File: config.mk
export PLATFORM = sky130hd
export DESIGN_NAME = pc_stepper
export DESIGN_NICKNAME = d
export VERILOG_FILES = /design/src/rtl/pc_stepper_pkg.sv /design/src/rtl/pc_stepper_edge_sync.sv /design/src/rtl/pc_stepper.sv
export SDC_FILE = /design/constraint.sdc
export NUM_CORES = 1
export LEC_CHECK = 0
export ABC_CLOCK_PERIOD_IN_PS = 2400
export CORE_MARGIN = 4
export CORE_UTILIZATION = 44
export CTS_BUF_LIST = sky130_fd_sc_hd__clkbuf_8 sky130_fd_sc_hd__clkbuf_16
export DETAILED_ROUTE_END_ITERATION = 6
export PLACE_DENSITY = 0.79
export SYNTH_ARGS = -nofsm -noshare
export SYNTH_HDL_FRONTEND = slang
export SYNTH_SLANG_ARGS = --single-unit
File: constraint.sdc
create_clock -name clk -period 2.4 [get_ports clk]
set_input_delay 0.6 -clock clk [delete_from_list [all_inputs] [get_ports clk]]
set_output_delay 0.6 -clock clk [all_outputs]
set_load 0.02 [all_outputs]
File: src/rtl/pc_stepper_pkg.sv
// Shared types and constants for the PC stepping stage.
//   state_e     : stepper FSM states
//   STEP_CNT_W  : width of the step counter output
//   addr_lsb_w  : number of low address bits cleared on load (log2 of step)
package pc_stepper_pkg;

  typedef enum logic [1:0] {
    ST_IDLE = 2'd0,
    ST_RUN  = 2'd1,
    ST_DONE = 2'd2
  } state_e;

  localparam int unsigned STEP_CNT_W = 16;

  function automatic int unsigned addr_lsb_w(input int unsigned step);
    return $clog2(step);
  endfunction

endpackage

File: src/rtl/pc_stepper_edge_sync.sv
// Two-flop synchronizer plus rising-edge detector for the divider tick.
//   clk  : system clock
//   rst  : synchronous active-high reset (clears all flops)
//   d    : asynchronous input level
//   rise : one-cycle pulse per low->high transition of d
module edge_sync (
  input  logic clk,
  input  logic rst,
  input  logic d,
  output logic rise
);

  logic sync0_q, sync1_q, prev_q, valid_q, armed_q;
  logic sync0_d, sync1_d, prev_d, valid_d, armed_d;

  // valid: sync0 holds a real sample (not the reset value).
  // armed: a genuine low level has been sampled since reset, so an input
  // that is already high at reset release does not count as a rising edge.
  always_comb begin
    sync0_d = d;
    sync1_d = sync0_q;
    prev_d  = sync1_q;
    valid_d = 1'b1;
    armed_d = armed_q | (valid_q & ~sync0_q);
  end

  always_ff @(posedge clk) begin
    if (rst) begin
      sync0_q <= 1'b0;
      sync1_q <= 1'b0;
      prev_q  <= 1'b0;
      valid_q <= 1'b0;
      armed_q <= 1'b0;
    end else begin
      sync0_q <= sync0_d;
      sync1_q <= sync1_d;
      prev_q  <= prev_d;
      valid_q <= valid_d;
      armed_q <= armed_d;
    end
  end

  assign rise = sync1_q & ~prev_q & armed_q;

endmodule

File: src/rtl/pc_stepper.sv
// Program-counter stepper driven by rising edges of a slow divider tick.
//   clk, rst     : system clock, synchronous active-high reset
//   tick_in      : asynchronous divider level; each rising edge is one step
//   run          : level, enables stepping
//   load         : one-cycle request to load load_addr (step-aligned)
//   load_addr    : load target, low log2(PC_STEP) bits forced to zero
//   pc           : current program counter
//   fetch_valid  : one-cycle pulse in the cycle after every PC change
//   halted       : high while stopped at the limit (no-wrap mode)
//   step_count   : number of edge-driven PC changes since reset
module pc_stepper
  import pc_stepper_pkg::*;
#(
  parameter int unsigned PC_WIDTH = 32,
  parameter int unsigned PC_STEP  = 4,
  parameter int unsigned PC_LIMIT = 252,
  parameter int unsigned RESET_PC = 0,
  parameter bit          WRAP_EN  = 1'b1
) (
  input  logic                  clk,
  input  logic                  rst,
  input  logic                  tick_in,
  input  logic                  run,
  input  logic                  load,
  input  logic [PC_WIDTH-1:0]   load_addr,
  output logic [PC_WIDTH-1:0]   pc,
  output logic                  fetch_valid,
  output logic                  halted,
  output logic [STEP_CNT_W-1:0] step_count
);

  localparam int unsigned          LSB_W     = addr_lsb_w(PC_STEP);
  localparam logic [PC_WIDTH-1:0]  ADDR_MASK = {PC_WIDTH{1'b1}} << LSB_W;
  localparam logic [PC_WIDTH-1:0]  LIMIT_V   = PC_WIDTH'(PC_LIMIT);
  localparam logic [PC_WIDTH-1:0]  RESET_V   = PC_WIDTH'(RESET_PC);
  localparam logic [PC_WIDTH-1:0]  STEP_V    = PC_WIDTH'(PC_STEP);

  logic tick_rise;

  edge_sync u_edge_sync (
    .clk  (clk),
    .rst  (rst),
    .d    (tick_in),
    .rise (tick_rise)
  );

  state_e                  state_q, state_d;
  logic [PC_WIDTH-1:0]     pc_q, pc_d;
  logic                    fetch_valid_q, fetch_valid_d;
  logic                    halted_q, halted_d;
  logic [STEP_CNT_W-1:0]   step_count_q, step_count_d;

  always_comb begin
    state_d       = state_q;
    pc_d          = pc_q;
    fetch_valid_d = 1'b0;
    step_count_d  = step_count_q;

    if (load) begin
      // A same-cycle tick edge is consumed here and never stepped.
      pc_d          = load_addr & ADDR_MASK;
      fetch_valid_d = 1'b1;
      state_d       = run ? ST_RUN : ST_IDLE;
    end else begin
      unique case (state_q)
        ST_IDLE: begin
          if (run) state_d = ST_RUN;
        end
        ST_RUN: begin
          if (tick_rise) begin
            if (pc_q >= LIMIT_V) begin
              if (WRAP_EN) begin
                pc_d          = RESET_V;
                fetch_valid_d = 1'b1;
                step_count_d  = step_count_q + STEP_CNT_W'(1);
              end else begin
                state_d = ST_DONE;
              end
            end else begin
              pc_d          = pc_q + STEP_V;
              fetch_valid_d = 1'b1;
              step_count_d  = step_count_q + STEP_CNT_W'(1);
            end
          end
          // Halting takes precedence over dropping back to idle.
          if (!run && state_d != ST_DONE) state_d = ST_IDLE;
        end
        ST_DONE: begin
        end
        default: state_d = ST_IDLE;
      endcase
    end

    halted_d = (state_d == ST_DONE);
  end

  always_ff @(posedge clk) begin
    if (rst) begin
      state_q       <= ST_IDLE;
      pc_q          <= RESET_V;
      fetch_valid_q <= 1'b0;
      halted_q      <= 1'b0;
      step_count_q  <= '0;
    end else begin
      state_q       <= state_d;
      pc_q          <= pc_d;
      fetch_valid_q <= fetch_valid_d;
      halted_q      <= halted_d;
      step_count_q  <= step_count_d;
    end
  end

  assign pc          = pc_q;
  assign fetch_valid = fetch_valid_q;
  assign halted      = halted_q;
  assign step_count  = step_count_q;

endmodule
* Word level (Yosys, flattened, before mapping)
Cells that the tools add are included.
** Operators by class
- Muxes and demuxes :: 15
- Reductions and logical operators :: 9
- Equal/unequal tests :: 4
- $add $sub $neg :: 2
- Bitwise gates (word level) :: 7
- $lt $le $gt $ge :: 1
** Operator list (number)
- $mux W32 :: 4
- $add A32 B3 Y32 const B :: 1
- $ge A32 B8 Y1 const B :: 1
- $add A16 B1 Y16 const B :: 1
- $mux W2 :: 5
- $pmux W2 S3 :: 1
- $mux W1 :: 5
- $eq A2 B2 Y1 const B :: 2
- $reduce_and A2 Y1 :: 2
- $reduce_bool A2 Y1 :: 2
- $and A1 B1 Y1 :: 3
- $not A1 Y1 :: 3
- $reduce_and A3 Y1 :: 1
- $eq A2 B1 Y1 const B :: 1
- $logic_not A2 Y1 :: 1
- $ne A2 B2 Y1 const B :: 1
- $reduce_or A2 Y1 :: 1
- $logic_and A1 B1 Y1 :: 1
- $logic_not A1 Y1 :: 1
- $or A1 B1 Y1 :: 1
** Storage, ports and cells
- Output and inout bits :: 50
- Input port bits :: 37
- Logic and storage cells :: 49
- Register bits :: 57

* Depth between registers and ports, before layout
Gate-level depths: netlist (run 1).
- Depth after elaboration :: 9
- Gate-level depth with buffers :: 6

* By module
A second synthesis (run 1) with hierarchy kept.
** Unflattened totals
- Cell total of the unflattened synthesis :: 291
- Area total of the unflattened synthesis :: 2349.8 µm²
** By module, submodules not included
- pc_stepper :: area an instance 2205.9 µm², instances 1, cells an instance 278, sequential area each 1041.0 µm²
- edge_sync :: area an instance 143.9 µm², instances 1, cells an instance 13, sequential area each 100.1 µm²

* Worst setup path after synthesis (run 1)
Ideal clock, no wire load.
- Path type :: input to register
- Start :: in load
- End :: reg step_count_q[11], in the netlist step_count[11]
- Data arrival time :: 1834 ps
- Setup slack :: 496 ps
- Required time :: 2330 ps
- Stages :: 4
- Path through :: or4_1 > buf_2 > or4_1 > a21oi_1
** Between the ends
- Word-level cells in the longest chain between the ends :: 2
** RTL lines
- start, declared :: RTL line pc_stepper.sv:24 : input logic load,
- $not A1 Y1 (no line)
- $reduce_and A3 Y1 (no line)
- end signal, assigned :: RTL line pc_stepper.sv:109 : step_count_q <= step_count_d;
- end, declared :: RTL line pc_stepper.sv:51 : logic [STEP_CNT_W-1:0] step_count_q, step_count_d;
Every way passes these cells.
A chain may end at the register's enable or synchronous reset.

* Final worst setup path (run 1)
Ends and elaborated chain as after synthesis.

==> impl.org, run 1 <==
** Floorplan
- 87 I/O pins were placed.
- Die width :: between 80 and 90 um
- The floorplan step defined a die boundary enclosing 6660 um2.
- Total core area :: between 5000 and 6000 um2
- Number of core rows :: 26
- The die is between 80 and 90 um tall.
- The initial utilization of the core area, before any placement, comes to 0.461.

** Synth
- Number of synthesized flops with an enable pin :: 0
- By area, the combinational part of the netlist is dominated by simple AND/OR/NAND/NOR gates.
- Counting flops with an async set or reset pin after synthesis yields a share of 0.
- The netlist uses 37 different library cells.
- Mapped Area :: approximately 2400 um2
- Counting every net in the synthesized netlist gives about 320.
- For this run, the number of Yosys warnings is 0.
- Adder-Cell Fraction of Synth Area :: 0.0105
- The synthesized design contains 57 register bits.
- Of the total synthesized cell area, the portion taken by AND, OR, NAND and NOR gates is 0.287.
- Proportion of synthesized chip area in sequential cells :: 0.479
- Of the total synthesized cell area, the portion taken by XOR and XNOR cells is 0.0257.
- Averaged over all synthesized cells, the footprint is 8.45 um2.
- Synthesized instance count :: between 200 and 300
- Main synth FF type :: sky130_fd_sc_hd__dfxtp_1
- Of the post-synthesis cell area, the part taken by muxes is 0.00892.
- The fraction of the mapped netlist area in compound gates came to 0.148.

** Hold path
- Hold/Removal Path Class :: reg -> reg

** Final layout
- From synthesis to final layout, the design area changed by 47.4%.
- Total number of nets in the final design :: 408
- 0 antenna diodes ended up in the layout.
- Of the cells placed in the final design, the portion with a size suffix greater than 1 is 0.0829.

** Place
- Half-perimeter wire length of the detailed placement result :: 4620 um
- Gp weighted congestion :: ~0.82
- Number of port buffers :: 84

** CTS
- The longest clock path from root to sink contains 2 buffers.
- TritonCTS built the clock tree.
- Number of levels in the clock H-tree :: 3
- Buffers inserted to repair hold after CTS numbered 0.
- Resize count post-CTS :: 0
- Clock root buffer :: sky130_fd_sc_hd__clkbuf_8
- Clock slew at the register clock pins of the worst setup and hold paths :: ~0.07 ns
- After clock tree synthesis, the setup repair step added 0 buffers.
- Total clock buffers created by CTS :: 9
- The clock net in this run drives a total of between 50 and 60 sinks.
- The later pin in the worst-skew pair is clocked with a latency of between 0.3 and 0.4 ns.

** Setup path
- Of all nets on the critical path, the largest fanout is 6.
- STA classifies the critical path startpoint as an input pin.
- Data on the critical path arrives at its endpoint at approximately 2.3 ns.
- The worst setup path is captured at a register.
- Worst Path Required :: approximately 2.7 ns
- The critical path is of the in -> reg type.

** STA
- Setup violations remaining at the end of the flow were counted as 0.
- Number of endpoints with negative hold slack in the final report :: 0
- Least-Margin Pin Slew :: approximately 0.43 ns
- Measured against its own limit, the worst slew margin works out to 0.713.
- For the final database, setup skew stands at approximately 0.0073 ns.
- Pins Over Slew Limit :: 0
- Peak clock frequency supported by timing :: a little under 500 MHz
- Post-layout min period :: around 2.0 ns
- Setup repair after global routing left no endpoint under its margin.
- Setup Total Neg Slack :: 0 ns
- Dividing the final minimum period by the clock period gives 0.852.

** Drt
- Routed vias/inst :: between 5 and 6
- DRC Markers :: 0
- Count of antenna-violating nets left after detailed routing :: 0
- For this block, the routed nets add up to between 6000 and 7000 um of wire.
- Vias post-DR :: 2355
- Wirelength per Cell :: about 14 um
- The first detailed-routing pass took 5 iterations.
- The first routing iteration left 61 violations.

** Outcome
- Status :: finished, final reports clean

** Global routing
- Initial antenna violation count :: 0
- The first global-routing pass estimated 10400 um of wire.
- Number of global-route vias before repair :: 2192
- Overflow left after global routing :: 0
- For this run, the total global-route usage over all layers was measured as 0.204.
- Entering global routing, the biggest net connects 25 pins.

** Power
- Leakage dissipation :: roughly 1.2 nW
- Worst supply voltage drop on vdd :: about 0.00045 V
- Total design power :: 2.14 mW
- Power density over the cells :: about 600 nW/um2

** Run
- Total of max-cap violations :: 0
cells in the mapped netlist (5+ instances only):
cell type / n / area, um2
sky130_fd_sc_hd__nor2_1: 10 / 37.5
sky130_fd_sc_hd__and2_1: 6 / 37.5
sky130_fd_sc_hd__or3_1: 5 / 31.3
sky130_fd_sc_hd__dfxtp_1: 57 / 1140
sky130_fd_sc_hd__o21ai_0: 7 / 35.0
sky130_fd_sc_hd__a31oi_1: 6 / 37.5
sky130_fd_sc_hd__xnor2_1: 6 / 52.6
sky130_fd_sc_hd__nor4_1: 8 / 50.1
sky130_fd_sc_hd__or4_1: 5 / 37.5
sky130_fd_sc_hd__o22ai_1: 6 / 37.5
sky130_fd_sc_hd__and4_1: 5 / 43.8
sky130_fd_sc_hd__inv_1: 7 / 26.3
sky130_fd_sc_hd__clkbuf_1: 14 / 52.6
sky130_fd_sc_hd__nand2_1: 35 / 131
sky130_fd_sc_hd__a21oi_1: 37 / 185
sky130_fd_sc_hd__nand3_1: 35 / 175
sequential cells by signal, summed over array words and instances, names as in the netlist:
| signal | flops |
|---|---|
| halted | 1 |
| u_edge_sync.sync0_q | 1 |
| pc | 32 |
| fetch_valid | 1 |
| u_edge_sync.prev_q | 1 |
| u_edge_sync.valid_q | 1 |
| step_count | 16 |
| u_edge_sync.armed_q | 1 |
| u_edge_sync.prev_d | 1 |
| state_q | 2 |
stage by stage:
stage | cell area, um2 | std cells | util | hold WS, ns | setup WS (ns)
2_1_floorplan | 2380 | 282 | - | 0.410 | 0.496
3_3_place_gp | 3320 | 428 | 0.641 | 0.445 | 0.0156
3_5_place_dp | 3320 | 428 | 0.641 | 0.451 | 0.00121
4_1_cts | 3510 | 444 | 0.679 | 0.462 | 0.351
5_1_grt | 3510 | 444 | 0.679 | 0.482 | 0.280
6_report | 3510 | 444 | 0.679 | 0.461 | 0.355
power by group:
group	internal (mW)	total [mW]	switching, mW	leakage [nW]
logic	0.136	0.260	0.124	0.680
clock network	0.499	0.875	0.376	0.0995
registers	0.980	1.01	0.0296	0.467
layout make-up:
type | count | area, um2
clock buffer | 10 | 138
timing repair buffer | 95 | 918
fill | 449 | 1660
clock inverter | 6 | 58.8
sequential | 57 | 1140
multi-input combinational | 199 | 1140
inverter | 7 | 26.3
tap | 70 | 87.6
worst paths after layout:
check                            from                  end  slack (ns)  cells after the start
setup reg to reg           state_q[0]       step_count[11]        0.54                      4
setup / recovery                 load       step_count[11]        0.35                      4
hold reg to reg   u_edge_sync.valid_q  u_edge_sync.armed_q        0.46                      2
hold / removal    u_edge_sync.valid_q  u_edge_sync.armed_q        0.46                      2
layout by cell type, fill, tap and decap left out, types with 7 or more instances in the layout:
| cell type | synthesis | layout |
|---|---|---|
| sky130_fd_sc_hd__clkbuf_8 | 0 | 10 |
| sky130_fd_sc_hd__clkdlybuf4s50_1 | 0 | 83 |
| sky130_fd_sc_hd__dfxtp_1 | 57 | 57 |
| sky130_fd_sc_hd__nand3_1 | 35 | 35 |
| sky130_fd_sc_hd__a21oi_1 | 37 | 37 |
| sky130_fd_sc_hd__o21ai_0 | 7 | 7 |
| sky130_fd_sc_hd__buf_4 | 0 | 11 |
| sky130_fd_sc_hd__nor2_1 | 10 | 10 |
| sky130_fd_sc_hd__nand2_1 | 35 | 35 |
| sky130_fd_sc_hd__inv_1 | 7 | 8 |
| sky130_fd_sc_hd__nor4_1 | 8 | 8 |
critical path, stage by stage:
cell,delay [ns]
sky130_fd_sc_hd__clkdlybuf4s50_1,0.45
sky130_fd_sc_hd__or4_1,0.63
sky130_fd_sc_hd__or4_1,0.49
sky130_fd_sc_hd__a21oi_1,0.14
logic make-up after synthesis:
logic type | Yosys count
buffers and inverters | 26
and+or+nand+nor | 125
muxes | 2
adders and majority gates | 2
DFF | 57
AOI/OAI and AO/OA | 63
xor gates and xnor gates | 7
routing by layer:
layer  global-route usage  vias to the layer above  share of wire  wire length (um)
li1                     -                     1189              -                 -
met1                0.238                     1089           0.42              2670
met2                0.320                       73           0.47              2960
met3                0.107                        4          0.099               628
met4               0.0698                        0          0.010                64
met5                    0                        -              0                 0
Power figures use the tool's default switching activity.
==> run 2, diff against run 1 <==
- SLEW_MARGIN: default -> 20
==> results of run 2 <==
The final DEF is identical to that of run 1; final timing and power are the same.
